==> src/rtl/acc_arbiter_pkg.sv <==
// Shared encodings for the two-requester accumulator arbiter: opcodes,
// arbitration FSM states and the default accumulator width.
package acc_arbiter_pkg;

   localparam int ACC_W_DEF = 16;

   typedef enum logic [1:0] {
      OP_ADD   = 2'b00,
      OP_CLEAR = 2'b01,
      OP_LOAD  = 2'b10,
      OP_NOP   = 2'b11
   } acc_op_t;

   typedef enum logic [1:0] {
      ST_IDLE  = 2'b00,
      ST_OWN_A = 2'b01,
      ST_OWN_B = 2'b10
   } arb_state_t;

endpackage

==> src/rtl/acc_core.sv <==
// Accumulator register with a sticky carry-out flag; one operation per
// enabled cycle.
module acc_core
   import acc_arbiter_pkg::*;
#(
   parameter int ACC_W = ACC_W_DEF
) (
   input  logic             clk,
   input  logic             rst_n,
   input  logic             en,
   input  acc_op_t          op,
   input  logic [ACC_W-1:0] operand,
   output logic [ACC_W-1:0] acc,
   output logic             ovf
);

   logic [ACC_W:0] sum;

   // One extra bit catches the carry out of the top accumulator bit.
   assign sum = {1'b0, acc} + {1'b0, operand};

   always_ff @(posedge clk or negedge rst_n) begin
      if (!rst_n) begin
         acc <= '0;
         ovf <= 1'b0;
      end else if (en) begin
         unique case (op)
            OP_ADD: begin
               acc <= sum[ACC_W-1:0];
               ovf <= ovf | sum[ACC_W];
            end
            OP_CLEAR: begin
               acc <= '0;
               ovf <= 1'b0;
            end
            OP_LOAD: begin
               acc <= operand;
               ovf <= 1'b0;
            end
            default: ;
         endcase
      end
   end

endmodule

==> src/rtl/acc_arbiter.sv <==
// Round-robin arbiter with burst limiting that feeds one shared accumulator
// from two valid/ready requesters.
module acc_arbiter
   import acc_arbiter_pkg::*;
#(
   parameter int ACC_W     = ACC_W_DEF,
   parameter int MAX_BURST = 4
) (
   input  logic             clk,
   input  logic             rst_n,
   input  logic             a_valid,
   output logic             a_ready,
   input  logic [7:0]       a_data,
   input  logic [1:0]       a_op,
   input  logic             b_valid,
   output logic             b_ready,
   input  logic [7:0]       b_data,
   input  logic [1:0]       b_op,
   output logic [ACC_W-1:0] acc_out,
   output logic             acc_vld,
   output logic             owner,
   output logic             ovf,
   output arb_state_t       state_dbg
);

   // Handshake: a beat transfers on a rising edge where x_valid && x_ready.
   // x_ready is a function of x_valid, FSM state and burst count only, and
   // never of data/op; at most one ready is high in any cycle.

   localparam int CNT_W = $clog2(MAX_BURST + 1);
   localparam logic [CNT_W-1:0] MAX_CNT = CNT_W'(MAX_BURST);

   arb_state_t       state, state_nx;
   logic [CNT_W-1:0] cnt, cnt_nx;
   logic             grant_a, grant_b;
   logic             fire_a, fire_b, fire;
   logic [1:0]       sel_op;
   logic [7:0]       sel_data;

   always_comb begin
      state_nx = state;
      cnt_nx   = cnt;
      grant_a  = 1'b0;
      grant_b  = 1'b0;
      unique case (state)
         // owner == 1 means B went last, so A takes the tie.
         ST_IDLE: begin
            if (a_valid && (!b_valid || owner)) grant_a = 1'b1;
            else if (b_valid)                   grant_b = 1'b1;
         end
         ST_OWN_A: begin
            if (a_valid && (cnt < MAX_CNT || !b_valid)) grant_a = 1'b1;
            else if (b_valid)                           grant_b = 1'b1;
         end
         ST_OWN_B: begin
            if (b_valid && (cnt < MAX_CNT || !a_valid)) grant_b = 1'b1;
            else if (a_valid)                           grant_a = 1'b1;
         end
         default: ;
      endcase

      // Count continues only for a repeat grant below the limit.
      if (grant_a) begin
         state_nx = ST_OWN_A;
         cnt_nx   = (state == ST_OWN_A && cnt < MAX_CNT) ? cnt + CNT_W'(1) : CNT_W'(1);
      end else if (grant_b) begin
         state_nx = ST_OWN_B;
         cnt_nx   = (state == ST_OWN_B && cnt < MAX_CNT) ? cnt + CNT_W'(1) : CNT_W'(1);
      end else begin
         state_nx = ST_IDLE;
         cnt_nx   = '0;
      end
   end

   assign a_ready   = grant_a & rst_n;
   assign b_ready   = grant_b & rst_n;
   assign fire_a    = a_valid & a_ready;
   assign fire_b    = b_valid & b_ready;
   assign fire      = fire_a | fire_b;
   assign sel_op    = fire_b ? b_op   : a_op;
   assign sel_data  = fire_b ? b_data : a_data;
   assign state_dbg = state;

   always_ff @(posedge clk or negedge rst_n) begin
      if (!rst_n) begin
         state   <= ST_IDLE;
         cnt     <= '0;
         owner   <= 1'b1;
         acc_vld <= 1'b0;
      end else begin
         state   <= state_nx;
         cnt     <= cnt_nx;
         acc_vld <= fire;
         if (fire) owner <= fire_b;
      end
   end

   acc_core #(.ACC_W(ACC_W)) u_core (
      .clk     (clk),
      .rst_n   (rst_n),
      .en      (fire),
      .op      (acc_op_t'(sel_op)),
      .operand ({{(ACC_W-8){1'b0}}, sel_data}),
      .acc     (acc_out),
      .ovf     (ovf)
   );

endmodule

==> config.mk <==
export PLATFORM = sky130hd
export DESIGN_NAME = acc_arbiter
export DESIGN_NICKNAME = d
export VERILOG_FILES = /design/src/rtl/acc_arbiter_pkg.sv /design/src/rtl/acc_core.sv /design/src/rtl/acc_arbiter.sv
export SDC_FILE = /design/constraint.sdc
export NUM_CORES = 1
export LEC_CHECK = 0
export CAP_MARGIN = 0
export CORE_MARGIN = 10
export CORE_UTILIZATION = 49
export DETAILED_ROUTE_END_ITERATION = 6
export PLACE_DENSITY = 0.84
export SLEW_MARGIN = 20
export SYNTH_ARGS = -nofsm -noshare
export SYNTH_HDL_FRONTEND = slang
export SYNTH_SLANG_ARGS = --single-unit
==> constraint.sdc <==
create_clock -name clk -period 4.9 [get_ports clk]
set_clock_uncertainty 0.2 [all_clocks]
set_input_delay 0.49 -clock clk [delete_from_list [all_inputs] [get_ports clk]]
set_output_delay 0.49 -clock clk [all_outputs]
set_load 0.01 [all_outputs]
* Word-level counts from Yosys, hierarchy flattened *
Cells that the tools add are included.

word-level totals
  bits of input ports = 24
  flip-flop bits (word level) = 24
  word-level logic and storage cells = 56

cells by class
  add/subtract/negate cells = 2
  bitwise logic cells = 6
  reductions and logical operators = 17
  mux-type cells = 20
  eq/ne operators = 4
  order comparisons = 1

operator list
  operator             number
  $pmux 16 s3          1
  $add 16x8->17        1
  $mux 3               4
  $mux 1               8
  $mux 8               1
  $mux 2               3
  $pmux 1 s3           2
  $logic_and 1x1->1    5
  $and 1x1->1          4
  $eq 2x1->1 const B   2
  $eq 2x2->1 const B   2
  $logic_not 2->1      2
  $reduce_and 2->1     2
  $add 3x1->3 const B  1
  $logic_or 1x1->1     3
  $lt 3x3->1 const B   1
  $reduce_bool 3->1    1
  $logic_not 1->1      2
  $or 1x1->1           2
  $pmux 1 s2           1
  $reduce_bool 2->1    1
  $reduce_or 2->1      1

* Depth between registers and ports, before layout *
  depth in word-level cells = 12
  gate-level depth with buffers = 14
  gate-level depth less buffers = 11

* Cells and area by module *
From an unflattened synthesis, not the netlist that was laid out.

unflattened totals
  cell total of the unflattened synthesis = 231
  area total of the unflattened synthesis = 2,083.2 um^2

by module, submodules not included
  module       area an instance (um^2)  cells an instance  sequential area each (um^2)  instances
  acc_core     1,554.0                  181                425.4                        1
  acc_arbiter  529.3                    50                 176.4                        1

* Least setup slack after synthesis *
OpenSTA, ideal clock, no wires.

  kind = reg-to-reg
  start point = reg state[0] (netlist: state_dbg[0])
  end point = reg u_core.acc[8]
  setup time = 0.124 ns
  setup slack = 1.383 ns
  cell stages (with the launch flop) = 13
  arrival = 3.193 ns
  data required time = 4.576 ns
  period minus slack after synthesis = 3.517 ns
  cell sequence = dfrtp_1 -> or2_0 -> o221ai_2 -> nand4_2 -> buf_6 -> mux2_4 -> ha_1 -> fa_1 -> a21o_1 -> a221oi_2 -> a21oi_1 -> nor3b_1 -> a211o_1

on the way
  word-level cells in the longest chain between the ends = 8

RTL lines
  what                                                   line               source
  start, declared                                        acc_arbiter.sv:33  arb_state_t state, state_nx;
  start signal, assigned                                 acc_arbiter.sv:91  state <= state_nx;
  branches (longest 8 deep; another with $add 16x8->17)  --
  end signal, assigned                                   acc_core.sv:29     acc <= sum[ACC_W-1:0];
  end signal, assigned                                   acc_core.sv:37     acc <= operand;
  end, declared                                          acc_core.sv:13     output logic [ACC_W-1:0] acc,

Parallel ways; which one is timed is not known.
A chain may end at the register's enable or synchronous reset.

* Worst setup path in the final report *
Ends and elaborated chain as after synthesis.

==> flow_summary_export.csv <==
group,metric,value,unit
clock_tree,insertion_delay,270,ps
sta,setup_viol,0,
logic_synthesis,synth_cell_types,53,
placement,port_buffers,46,
clock_tree,cts-resized-gates,0,
power_and_ir_drop,vdd.ir_drop.worst,0.000299,V
hold_path,min_path_type,"reg -> reg",
outcome,status,"complete, no violations",
logic_synthesis,synthAdderAreaFrac,8.79,%
sta,fin_setup_tns,0,ps
clock_tree,holdBufCountCts,0,
placement,gpl.final_weighted_congestion,0.831,
setup_path,crit_type,"reg -> reg",
floorplanning,fp.dieArea,6480,um^2
setup_path,r2r-end,"u_core.acc[8]$_DFFE_PN0P_",
final_layout,final_common_cell,"clkdlybuf4s50_1",
clock_tree,max-clock-path-buffers,2,
sta,drv_slew,0,
sta,fin_crit,4030,ps
setup_path,r2r-start,"state_dbg[0]$_DFF_PN0_",
final_layout,syn2layout_area_growth,29.8,%
setup_path,start_kind,"flop",
clock_tree,numCtsBuffers,3,
hold_path,hold_depth,1,
sta,relSlewSlack,59.8,%
logic_synthesis,synth_ff_type,"dfrtp_1",
floorplanning,die_height,80.5,um
final_layout,drive_above_1_share,12.0,%
floorplanning,ios,47,
floorplanning,rows,21,
final_layout,diodes,0,
logic_synthesis,synth-async-reset-ratio,100,%
drt,viasPerCell,5.67,
drt,drt-wirelength-per-cell,16.2,um
setup_path,r2r_cells,11,
hold_path,hold_path.startpoint,"cnt[0]$_DFF_PN0_",
clock_tree,clk_pin_slew,90,ps
drt,first_iter_violations,99,
drt,num_vias,1582,
sta,period_share,82.3,%
drt,ant_nets,0,
logic_synthesis,ys_seq_elements,24,
logic_synthesis,synth_top_family_by_area,"compound AO/OA/AOI/OAI gates",
logic_synthesis,synth-edff-count,0,
logic_synthesis,synthSimpleGateAreaFrac,21.4,%
job,cap_viol_max_count,0,
power_and_ir_drop,p_per_area,458,nW/um^2
drt,wl,4530,um
grt,track_usage,14.0,%
logic_synthesis,avgSynthCellArea,9.49,um^2
grt,grt_pass1_vias,1561,
floorplanning,die_w,80.5,um
logic_synthesis,syn-cell-area,1790,um^2
clock_tree,h-tree-depth,1,
placement,dp_hpwl,3400,um
grt,grt_pass1_wl,7330,um
sta,hold_violations,0,
logic_synthesis,synth_xor_area_share,2.93,%
grt,grt_remaining_overflow,0,
final_layout,layout_common_cells,"clkdlybuf4s50_1, dfrtp_1, nand2_1",
floorplanning,core_area,3440,um^2
logic_synthesis,synthCells,189,
clock_tree,cts-root-buf,"clkbuf_8",
setup_path,worstPathMaxFanout,12,
sta,rsz0062_at_grt,"false",
setup_path,reg2reg_slack,870,ps
logic_synthesis,yosysWarnings,0,
sta,fmax,248,MHz
sta,worst_pin_slew,602,ps
clock_tree,cts_tree,"built",
final_layout,fin_nets,270,
logic_synthesis,synth_compound_area_share,22.1,%
placement,dp_slack,672,ps
setup_path,crit_path_end_kind,"flop",
setup_path,crit_arrival,4000,ps
grt,antenna_found_initial,0,
clock_tree,postCtsSetupRepairBufs,0,
drt,drt-pass1-iter-count,7,
sta,layout_setup_ws,869,ps
power_and_ir_drop,p_leak,0.00104,uW
grt,grt_max_degree,27,
hold_path,min_to,"cnt[0]$_DFF_PN0_",
setup_path,critPathRequiredTime,4870,ps
logic_synthesis,synth_mux_area_share,7.82,%
logic_synthesis,yosysSeqAreaShare,33.6,%
logic_synthesis,synth_fp_nets,225,
final_layout,final_util,67.6,%
clock_tree,clock_sinks,24,
floorplanning,start_util,52.1,%
drt,drc,0,
[per-stage QoR]
stage | hold WS, ps | instance area (um^2) | instances | power (uW)
finish | 290 | 2330 | 279 | 1070
CTS | 297 | 2330 | 279 | 1070
global route | 304 | 2330 | 279 | 1150
floorplan | -5.59 | 1790 | 189 | 718
global placement | 271 | 2280 | 275 | 933
detailed placement | 274 | 2280 | 275 | 942
[critical path, cell delays in order (launching register included)]
cell and delay [ps]:
dfrtp_1 480, or2_0 250, o221ai_2 160, nand4_2 440
mux2_4 460, ha_1 230, fa_1 410, a21o_1 190
a221oi_2 370, a21oi_1 260, nor3b_1 200, a211o_1 260
[layer usage]
| layer | routed length (um) | vias up | GRT usage [%] |
|---|---|---|---|
| met1 | 2030 | 738 | 17.2 |
| met2 | 2080 | 52 | 23.2 |
| li1 | - | 787 | - |
| met4 | 46 | 0 | 3.70 |
| met5 | 0 | - | 0 |
| met3 | 373 | 5 | 3.79 |
[registers in the layout, indices dropped and copies added (netlist names)]
name        count
cnt             3
u_core.acc     16
state_dbg       2
acc_vld         1
owner           1
u_core.ovf      1
[cells by family after synthesis]
kind of cell | after synthesis
adder cells (fa/ha/maj) | 12
multiplexers | 11
buffers and inverters | 14
XOR/XNOR | 6
AO/OA/AOI/OAI | 51
flip-flops | 24
AND/OR/NAND/NOR | 71
[synthesized netlist by cell type, types with 4 or more instances]
cell,number,area (um^2)
dfrtp_1,23,576
nand2_1,22,82.6
ha_1,11,138
nor2_1,11,41.3
a21oi_1,8,40.0
inv_1,7,26.3
nand3_1,6,30.0
o211ai_1,6,45.0
o21ai_0,6,30.0
a31o_1,5,43.8
and3_1,5,31.3
mux2_4,5,75.1
a21o_1,4,30.0
and2_1,4,25.0
mux2_2,4,45.0
[final cells by class]
type / count / area [um^2]
Sequential cell: 24 / 602
Inverter: 7 / 26.3
Timing Repair Buffer: 47 / 468
Fill cell: 279 / 1110
Multi-Input combinational cell: 151 / 1130
Clock buffer: 4 / 45.0
Tap cell: 46 / 57.6
[report_power, final]
part / total [uW] / internal, uW / switching (uW)
combinational: 601 / 312 / 288
sequential: 341 / 261 / 80.4
clock: 123 / 58.2 / 65.2
total: 1070 / 632 / 434
[worst max path at each step]
stage / from / endpoint / slack, ps / depth (start not counted)
2_1_floorplan: state_dbg[0]$_DFF_PN0_ / u_core.acc[8]$_DFFE_PN0P_ / 1380 / 12
3_3_place_gp: a_valid / u_core.acc[8]$_DFFE_PN0P_ / 790 / 11
3_5_place_dp: a_valid / u_core.acc[8]$_DFFE_PN0P_ / 670 / 11
4_1_cts: state_dbg[0]$_DFF_PN0_ / u_core.acc[8]$_DFFE_PN0P_ / 860 / 11
5_1_grt: state_dbg[0]$_DFF_PN0_ / u_core.acc[8]$_DFFE_PN0P_ / 620 / 11
6_report: state_dbg[0]$_DFF_PN0_ / u_core.acc[8]$_DFFE_PN0P_ / 870 / 11
No activity file was read; power rests on OpenSTA's default activity.
